**src/rtl/nibble_pkg.sv**
```systemverilog
// Shared constants and types for the nibble controller: ALU opcodes, instruction ops,
// FSM states and operand-B source select.
package nibble_pkg;

  localparam int PC_W_DEF = 8;

  localparam logic [2:0] ALU_OUT = 3'd0;
  localparam logic [2:0] ALU_CMP = 3'd1;
  localparam logic [2:0] ALU_LD  = 3'd2;
  localparam logic [2:0] ALU_ADD = 3'd3;
  localparam logic [2:0] ALU_NOR = 3'd4;

  typedef enum logic [3:0] {
    OP_LIT  = 4'h0, OP_IN   = 4'h1, OP_LD   = 4'h2, OP_ST   = 4'h3,
    OP_OUT  = 4'h4, OP_CMPI = 4'h5, OP_CMPM = 4'h6, OP_ADDI = 4'h7,
    OP_ADDM = 4'h8, OP_NORI = 4'h9, OP_NORM = 4'hA, OP_JMP  = 4'hB,
    OP_JC   = 4'hC, OP_JNC  = 4'hD, OP_JZ   = 4'hE, OP_HALT = 4'hF
  } op_e;

  typedef enum logic [2:0] {
    S_FETCH, S_DECODE, S_MEM, S_EXEC, S_FETCH2, S_JUMP, S_HALT
  } state_e;

  localparam logic [1:0] BSEL_ARG = 2'd0;
  localparam logic [1:0] BSEL_IN  = 2'd1;
  localparam logic [1:0] BSEL_MEM = 2'd2;

endpackage

```
**src/rtl/nibble_decode.sv**
```systemverilog
// Combinational instruction decoder: maps the 4-bit op to ALU opcode, operand-B source
// and the per-instruction write/read/jump controls.
module nibble_decode
  import nibble_pkg::*;
(
  input  logic [3:0] op,
  output logic [2:0] alu_opcode,
  output logic [1:0] bsel,
  output logic       acc_we,
  output logic       flag_we,
  output logic       mem_rd,
  output logic       mem_we,
  output logic       is_jump
);

  always_comb begin
    alu_opcode = ALU_OUT;
    bsel       = BSEL_ARG;
    acc_we     = 1'b0;
    flag_we    = 1'b0;
    mem_rd     = 1'b0;
    mem_we     = 1'b0;
    is_jump    = 1'b0;
    case (op_e'(op))
      OP_LIT:  begin alu_opcode = ALU_LD;  acc_we = 1'b1; end
      OP_IN:   begin alu_opcode = ALU_LD;  bsel = BSEL_IN;  acc_we = 1'b1; end
      OP_LD:   begin alu_opcode = ALU_LD;  bsel = BSEL_MEM; acc_we = 1'b1; mem_rd = 1'b1; end
      OP_ST:   mem_we = 1'b1;
      OP_OUT:  alu_opcode = ALU_OUT;
      OP_CMPI: begin alu_opcode = ALU_CMP; flag_we = 1'b1; end
      OP_CMPM: begin alu_opcode = ALU_CMP; bsel = BSEL_MEM; flag_we = 1'b1; mem_rd = 1'b1; end
      OP_ADDI: begin alu_opcode = ALU_ADD; acc_we = 1'b1; flag_we = 1'b1; end
      OP_ADDM: begin
        alu_opcode = ALU_ADD; bsel = BSEL_MEM; acc_we = 1'b1; flag_we = 1'b1; mem_rd = 1'b1;
      end
      OP_NORI: begin alu_opcode = ALU_NOR; acc_we = 1'b1; flag_we = 1'b1; end
      OP_NORM: begin
        alu_opcode = ALU_NOR; bsel = BSEL_MEM; acc_we = 1'b1; flag_we = 1'b1; mem_rd = 1'b1;
      end
      OP_JMP, OP_JC, OP_JNC, OP_JZ: is_jump = 1'b1;
      default: ;
    endcase
  end

endmodule

```
**src/rtl/nibble_ctrl.sv**
```systemverilog
// Nibble CPU controller: fetch/decode/execute FSM around an external ALU and memories.
// Optional NIBBLE_HALT_EN makes op F stop the core until reset (otherwise op F is a NOP).
module nibble_ctrl
  import nibble_pkg::*;
#(
  parameter int PC_W = PC_W_DEF
) (
  input  logic            clk,
  input  logic            reset,
  output logic [PC_W-1:0] pmem_addr,
  input  logic [7:0]      pmem_data,
  output logic [3:0]      dmem_addr,
  output logic            dmem_we,
  output logic [3:0]      dmem_wdata,
  input  logic [3:0]      dmem_rdata,
  output logic [2:0]      alu_opcode,
  output logic [3:0]      alu_a,
  output logic [3:0]      alu_b,
  input  logic [3:0]      alu_out,
  input  logic            alu_carry,
  input  logic            alu_zero,
  input  logic [3:0]      in_port,
  output logic [3:0]      out_port,
  output logic            out_valid,
  output logic            halted
);

  state_e          state;
  logic [PC_W-1:0] pc;
  logic [7:0]      ir;
  logic [3:0]      acc;
  logic            flag_c;
  logic            flag_z;

  logic [3:0] cur_op;
  logic [1:0] bsel;
  logic       acc_we;
  logic       flag_we;
  logic       mem_rd;
  logic       mem_we;
  logic       is_jump;
  logic       taken;
  logic       halt_op;

  // In DECODE the instruction byte is still on pmem_data; afterwards it lives in IR.
  assign cur_op = (state == S_DECODE) ? pmem_data[7:4] : ir[7:4];

  nibble_decode u_decode (
    .op         (cur_op),
    .alu_opcode (alu_opcode),
    .bsel       (bsel),
    .acc_we     (acc_we),
    .flag_we    (flag_we),
    .mem_rd     (mem_rd),
    .mem_we     (mem_we),
    .is_jump    (is_jump)
  );

  assign pmem_addr  = pc;
  assign dmem_addr  = ir[3:0];
  assign dmem_wdata = acc;
  assign alu_a      = acc;

  always_comb begin
    case (bsel)
      BSEL_IN:  alu_b = in_port;
      BSEL_MEM: alu_b = dmem_rdata;
      default:  alu_b = ir[3:0];
    endcase
  end

  always_comb begin
    case (op_e'(cur_op))
      OP_JMP:  taken = 1'b1;
      OP_JC:   taken = flag_c;
      OP_JNC:  taken = ~flag_c;
      OP_JZ:   taken = flag_z;
      default: taken = 1'b0;
    endcase
  end

  // Strobes are decoded from EXEC and masked by reset so a store cannot land mid-reset.
  assign dmem_we   = (state == S_EXEC) && mem_we && !reset;
  assign out_valid = (state == S_EXEC) && (cur_op == OP_OUT) && !reset;

`ifdef NIBBLE_HALT_EN
  assign halt_op = (cur_op == OP_HALT);
  assign halted  = (state == S_HALT);
`else
  assign halt_op = 1'b0;
  assign halted  = 1'b0;
`endif

  always_ff @(posedge clk) begin
    if (reset) begin
      state    <= S_FETCH;
      pc       <= '0;
      ir       <= '0;
      acc      <= '0;
      flag_c   <= 1'b0;
      flag_z   <= 1'b0;
      out_port <= '0;
    end else begin
      case (state)
        S_FETCH: state <= S_DECODE;
        S_DECODE: begin
          ir <= pmem_data;
          pc <= pc + PC_W'(1);
          if (is_jump)     state <= S_FETCH2;
          else if (mem_rd) state <= S_MEM;
          else             state <= S_EXEC;
        end
        S_MEM: state <= S_EXEC;
        S_EXEC: begin
          if (acc_we) acc <= alu_out;
          if (flag_we) begin
            flag_c <= alu_carry;
            flag_z <= alu_zero;
          end
          if (cur_op == OP_OUT) out_port <= acc;
          state <= halt_op ? S_HALT : S_FETCH;
        end
        S_FETCH2: state <= S_JUMP;
        S_JUMP: begin
          pc    <= taken ? PC_W'(pmem_data) : pc + PC_W'(1);
          state <= S_FETCH;
        end
        S_HALT:  state <= S_HALT;
        default: state <= S_FETCH;
      endcase
    end
  end

endmodule

```
**config.mk**
```make
export PLATFORM = sky130hd
export DESIGN_NAME = nibble_ctrl
export DESIGN_NICKNAME = d
export VERILOG_FILES = /design/src/rtl/nibble_pkg.sv /design/src/rtl/nibble_decode.sv /design/src/rtl/nibble_ctrl.sv
export SDC_FILE = /design/constraint.sdc
export NUM_CORES = 1
export LEC_CHECK = 0
export ABC_AREA = 1
export ABC_CLOCK_PERIOD_IN_PS = 6100
export CAP_MARGIN = 10
export CORE_ASPECT_RATIO = 0.6
export CORE_UTILIZATION = 37
export DETAILED_ROUTE_END_ITERATION = 10
export PLACE_DENSITY_LB_ADDON = 0.3
export SLEW_MARGIN = 20
export SYNTH_ARGS = -nofsm -noshare
export SYNTH_HDL_FRONTEND = slang
export SYNTH_SLANG_ARGS = --single-unit
```
**constraint.sdc**
```tcl
create_clock -name clk -period 6.1 [get_ports clk]
set_input_delay 0.915 -clock clk [delete_from_list [all_inputs] [get_ports clk]]
set_output_delay 0.915 -clock clk [all_outputs]
set_load 0.01 [all_outputs]
```
==> metrics.md <==
| Metric | Value |
|---|---|
| Core area | 4280 µm² |
| Final hold violations | 0 |
| Clk root buf | clkbuf_8 |
| Synth top area share | 33.6% |
| Die W | 90.2 µm |
| DP Wirelength | 3.52 mm |
| RD Place Congestion | 0.888 |
| Crit-path max FO | 5 |
| Max-cap violations | 0 |
| Seq cells post-synth | 29 |
| Period utilization | 67.9% |
| Kind of critical path | input pin to output port |
| Row Count | 18 |
| Setup WS pre-CTS | 1.96 ns |
| Detailed Route Iter0 Violations | 89 |
| Filler cells | 426 |
| Vias in the first global route | 1512 |
| Crit-path slowest cell | clkdlybuf4s50_1 |
| Status | finished clean |
| VDD IR-drop max | 0.157 mV |
| Clock-pin slew on the worst setup and hold paths | 0.07 ns |
| Post-layout minimum cycle time | 4.14 ns |
| Clk buf depth | 2 |
| Worst min path class | flop to flop |
| Ys async rst share | 0% |
| LEAKAGE | 0.975 nW |
| Multi-input logic area | 938 µm² |
| Avg Cell Area, Syn | 6.61 µm² |
| Clock Latency Late Sink | 0.29 ns |
| Fin Clk Skew | 0.00489 ns |
| Endpoint type of the worst setup path | output port |
| Crit path max-delay family | buffers and inverters |
| Syn Nets | 288 |
| RSZ-0062 raised after global routing | no |
| Num ports | 58 |
| Remaining antenna violation count | 0 |
| CTS tree | yes |
| CTS resizes | 0 |
| Total track usage | 18.9% |
| Overflow after GRT | 0 |
| Wire length per cell | 12.2 µm |
| Antenna violations before repair | 0 |
| Worst-path cell chain | clkdlybuf4s50_1, inv_1, o21ai_2, nor2_1, a21oi_1, ha_1, inv_1, nor2_1, a21oi_1, clkdlybuf4s50_1 |
| Measured slew at the worst slew-check pin | 0.754 ns |
| Final Setup Violations | 0 |
| Synth top area cells | dfxtp_1 (34%), nand2_1 (10%), nor2_1 (8.5%) |
| Area grow syn2layout | 35.8% |
| Buf/Inv on CP | 4 |
| Setup bufs post-CTS | 0 |
| Total clock sinks | 29 |
| Drt pass-1 iters | 4 |
| Count leader, synth | nand2_1 |
| # diodes | 0 |
| DR vias | 1774 |
| First-pass GRT wire length | 7.13 mm |
| Total power | 0.617 mW |
| Library cells used by synthesis | 25 |
| # DRC | 0 |
| Largest stage delay, worst path | 0.55 ns |
| Port bufs | 56 |
| Drt via density | 4.78 |
| Die Span Y | 54.9 µm |
| Warnings, synthesis | 0 |
| Total Wirelength | 4.52 mm |
| Dominant synthesized flop cell | dfxtp_1 |
| Number of synthesized flops with an enable pin | 0 |
| Top post-synthesis cells by count | nand2_1 (46), nor2_1 (39), dfxtp_1 (29) |
| Register area | 581 µm² |
| Largest net degree at the start of global routing | 20 |
| Pwr dens | 264 nW/µm² |
| Cts bufs inserted | 5 |
| Max Clk Rate | 241 MHz |
| Startpoint types | input pin |
| Final Net Count | 337 |
| Layout cells sized above 1 | 11.9% |
| Final worst slack | 1.96 ns |
| Post-Syn Area | 1730 µm² |
| Setup Total Neg Slack | 0 ns |
| Mapped Cells | 261 |
| Sequential fraction of the synthesis area | 33.6% |
| Initial Utilization | 40.3% |
| Critical Path AT | 3.23 ns |
| Die Footprint | 4950 µm² |
| Worst EP required | 5.18 ns |
| Slew Viols, Final | 0 |
| Synth area leader | dfxtp_1 |
| Relative slew slack | 49.6% |
| H-tree Lvls | 2 |
| Cts hold-fix bufs | 0 |
-- through the flow --
stage          utilization [%]  cells  instance area [µm²]  hold WS, ns
3_3_place_gp              52.8    363                 2260        0.462
2_1_floorplan                -    261                 1730        0.439
6_report                  54.7    371                 2340        0.482
5_1_grt                   54.7    371                 2340        0.501
4_1_cts                   54.7    371                 2340        0.476
3_5_place_dp              52.8    363                 2260        0.462
-- registers in the layout (all words and copies together) (netlist names) --
name       count
alu_a          4
flag_c         1
flag_z         1
ir             8
out_port       4
pmem_addr      8
state          3
-- report_power, final --
group	internal, mW	switching (mW)	leakage [nW]
sequential	0.203	0.0116	0.236
clock	0.0789	0.0768	0.0450
combinational	0.112	0.135	0.694
total	0.394	0.224	0.975
-- tightest hold or removal path, stage by stage (launching register included) --
cell and delay, ns:
dfxtp_1 0.32, nand2_1 0.06, a21oi_1 0.05
-- cell usage in the layout (no fill, tap or decap), types with 2 or more instances in the layout --
cell type        netlist  final
clkinv_2               0      2
o21ai_0               14     14
inv_1                 25     25
a21oi_1               27     27
clkdlybuf4s50_1        0     56
a21oi_2                2      2
nand2_4                3      3
nand3_1               25     25
nand4_1                2      2
nor2_1                39     39
ha_1                   3      3
nor2_2                 6      6
inv_2                  3      3
nand2_2               13     13
clkbuf_8               0      5
o21ai_1                2      2
nand2_1               46     46
xor2_1                 2      2
dfxtp_1               29     29
-- cell type report --
type / instances / share of cell area [%]
inverters: 28 / 4.49
multi-input cells: 190 / 40.1
clock buffers: 6 / 3.10
repair buffers: 56 / 23.9
flip-flops and latches: 29 / 24.8
clock inverters: 2 / 0.427
well taps: 60 / 3.21
-- worst paths after layout --
kind,from,endpoint,slack (ns),cells past startpoint
worst max register to register,state[0]$_SDFF_PP0_,pmem_addr[5]$_SDFFE_PP0P_,3.83,13
worst max-delay path,pmem_data[4],alu_b[0],1.96,10
worst min-delay path,flag_z$_SDFFE_PP0P_,flag_z$_SDFFE_PP0P_,0.48,2
worst min register to register,flag_z$_SDFFE_PP0P_,flag_z$_SDFFE_PP0P_,0.48,2
-- per-layer routing --
metal / vias to the layer above / part of all wire (%) / GRT usage [%]
met1: 775 / 51 / 25.6
met2: 61 / 41 / 28.8
met4: 0 / 1.2 / 7.80
met5: - / 0 / 0
li1: 931 / - / -
met3: 7 / 7.4 / 5.46
-- cell families after synthesis --
kind of cell	share of synthesized area (%)
AND/OR/NAND/NOR	37.0
AO/OA/AOI/OAI	14.0
buffers and inverters	12.0
flip-flops	33.6
adder cells (fa/ha/maj)	2.18
XOR/XNOR	1.02
other	0.217
Power figures use the tool's default switching activity.
==> variant: new RTL, config.mk and constraints unchanged <==
Build with the macro `NIBBLE_HALT_EN` defined.
--- a/src/rtl/nibble_ctrl.sv
+++ b/src/rtl/nibble_ctrl.sv
@@ -1,4 +1,6 @@
 // Nibble CPU controller: fetch/decode/execute FSM around an external ALU and memories.
 // Optional NIBBLE_HALT_EN makes op F stop the core until reset (otherwise op F is a NOP).
+`define NIBBLE_HALT_EN
+
 module nibble_ctrl
   import nibble_pkg::*;
Behaviour: not the same (Yosys sat finds a counterexample within 4 cycles, from zero or initial values and one cycle with reset high).
==> variant against the unedited design <==
- synthesized area is 2.8% higher
- power grew 9.6%
- wire length is 2.8% lower
- final area up 4.4%
- clock skew is 0.0017 ns lower
- sequential cell count did not move
- largest power group unchanged
- critical endpoint unchanged
- via count grew 0.90%
- worst setup slack got worse by 0.12 ns
- count of clock-buffer cells in the layout grew 1
- combinational power rose by 13%
==> variant: results (changes against the unedited design) <==
- Status: finished clean (unchanged)
- Data buffer area share: 23.34% (was 23.93%)
- Pre-CTS setup slack: 1.823 ns (was 1.963 ns)
- Seq_cells: 29 (unchanged)
- DP Area: 2344 µm² (was 2260 µm²)
- Signal buffers: 57 (was 56)
- GPL Wtd Cong: 0.8269 (was 0.8876)
- GR Util All Layers: 18.68% (was 18.93%)
- Worst path arrival time: 3.35 ns (was 3.23 ns)
- Clock network area share: 4.145% (was 3.526%)
- Power Internal: 0.4332 mW (was 0.3936 mW)
- Dpl cells: 369 (was 363)
- Post-synthesis sequential area ratio: 32.75% (was 33.65%)
- Hold_ws: 0.4768 ns (was 0.4825 ns)
- Seq. pwr: 0.222 mW (was 0.215 mW)
- Largest net degree at the start of global routing: 18 (was 20)
- WL met3: 426 µm (was 336 µm)
- Final cell count without fillers: 377 (was 371)
- Fillers: 439 (was 426)
- Number of clock-tree buffers in the layout: 7 (was 6)
- Initial detailed-routing violation count: 86 (was 89)
- Global-route wire length before repair: 7389 µm (was 7134 µm)
- R2R Setup Slk: 3.99 ns (was 3.83 ns)
- Clock power share: 25.9% (was 25.2%)
- Top cells by area, synth: dfxtp_1, nand2_1, nor2_1, a21oi_1, inv_1 (was dfxtp_1, nand2_1, nor2_1, a21oi_1, nand3_1)
-- variant: kinds of logic (layout without fill, tap and decap cells) --
kind of cell / after synthesis / in the layout / synth area share [%]
AND/OR/NAND/NOR: 131 / 131 / 37.69
XOR/XNOR: 3 / 3 / 1.482
flip-flops: 29 / 29 / 32.75
AO/OA/AOI/OAI: 48 / 48 / 13.83
adder cells (fa/ha/maj): 3 / 3 / 2.117
buffers and inverters: 47 / 100 / 12.14
-- variant: metal layers --
metal | track usage (%) | up-vias
met4 | 5.669 | 0
met1 | 27.09 | 782
met5 | 0 | -
li1 | - | 928
met2 | 26.08 | 76
met3 | 6.148 | 4
-- variant: worst max path at each step --
stage,slack [ns],endpoint,cells past startpoint,from
floorplan,2.90,alu_b[0],12,pmem_data[6]
global placement,1.90,alu_b[0],14,pmem_data[6]
detailed placement,1.82,alu_b[0],14,pmem_data[6]
CTS,1.82,alu_b[0],14,pmem_data[6]
global route,1.63,alu_b[2],13,pmem_data[5]
finish,1.84,alu_b[0],14,pmem_data[6]
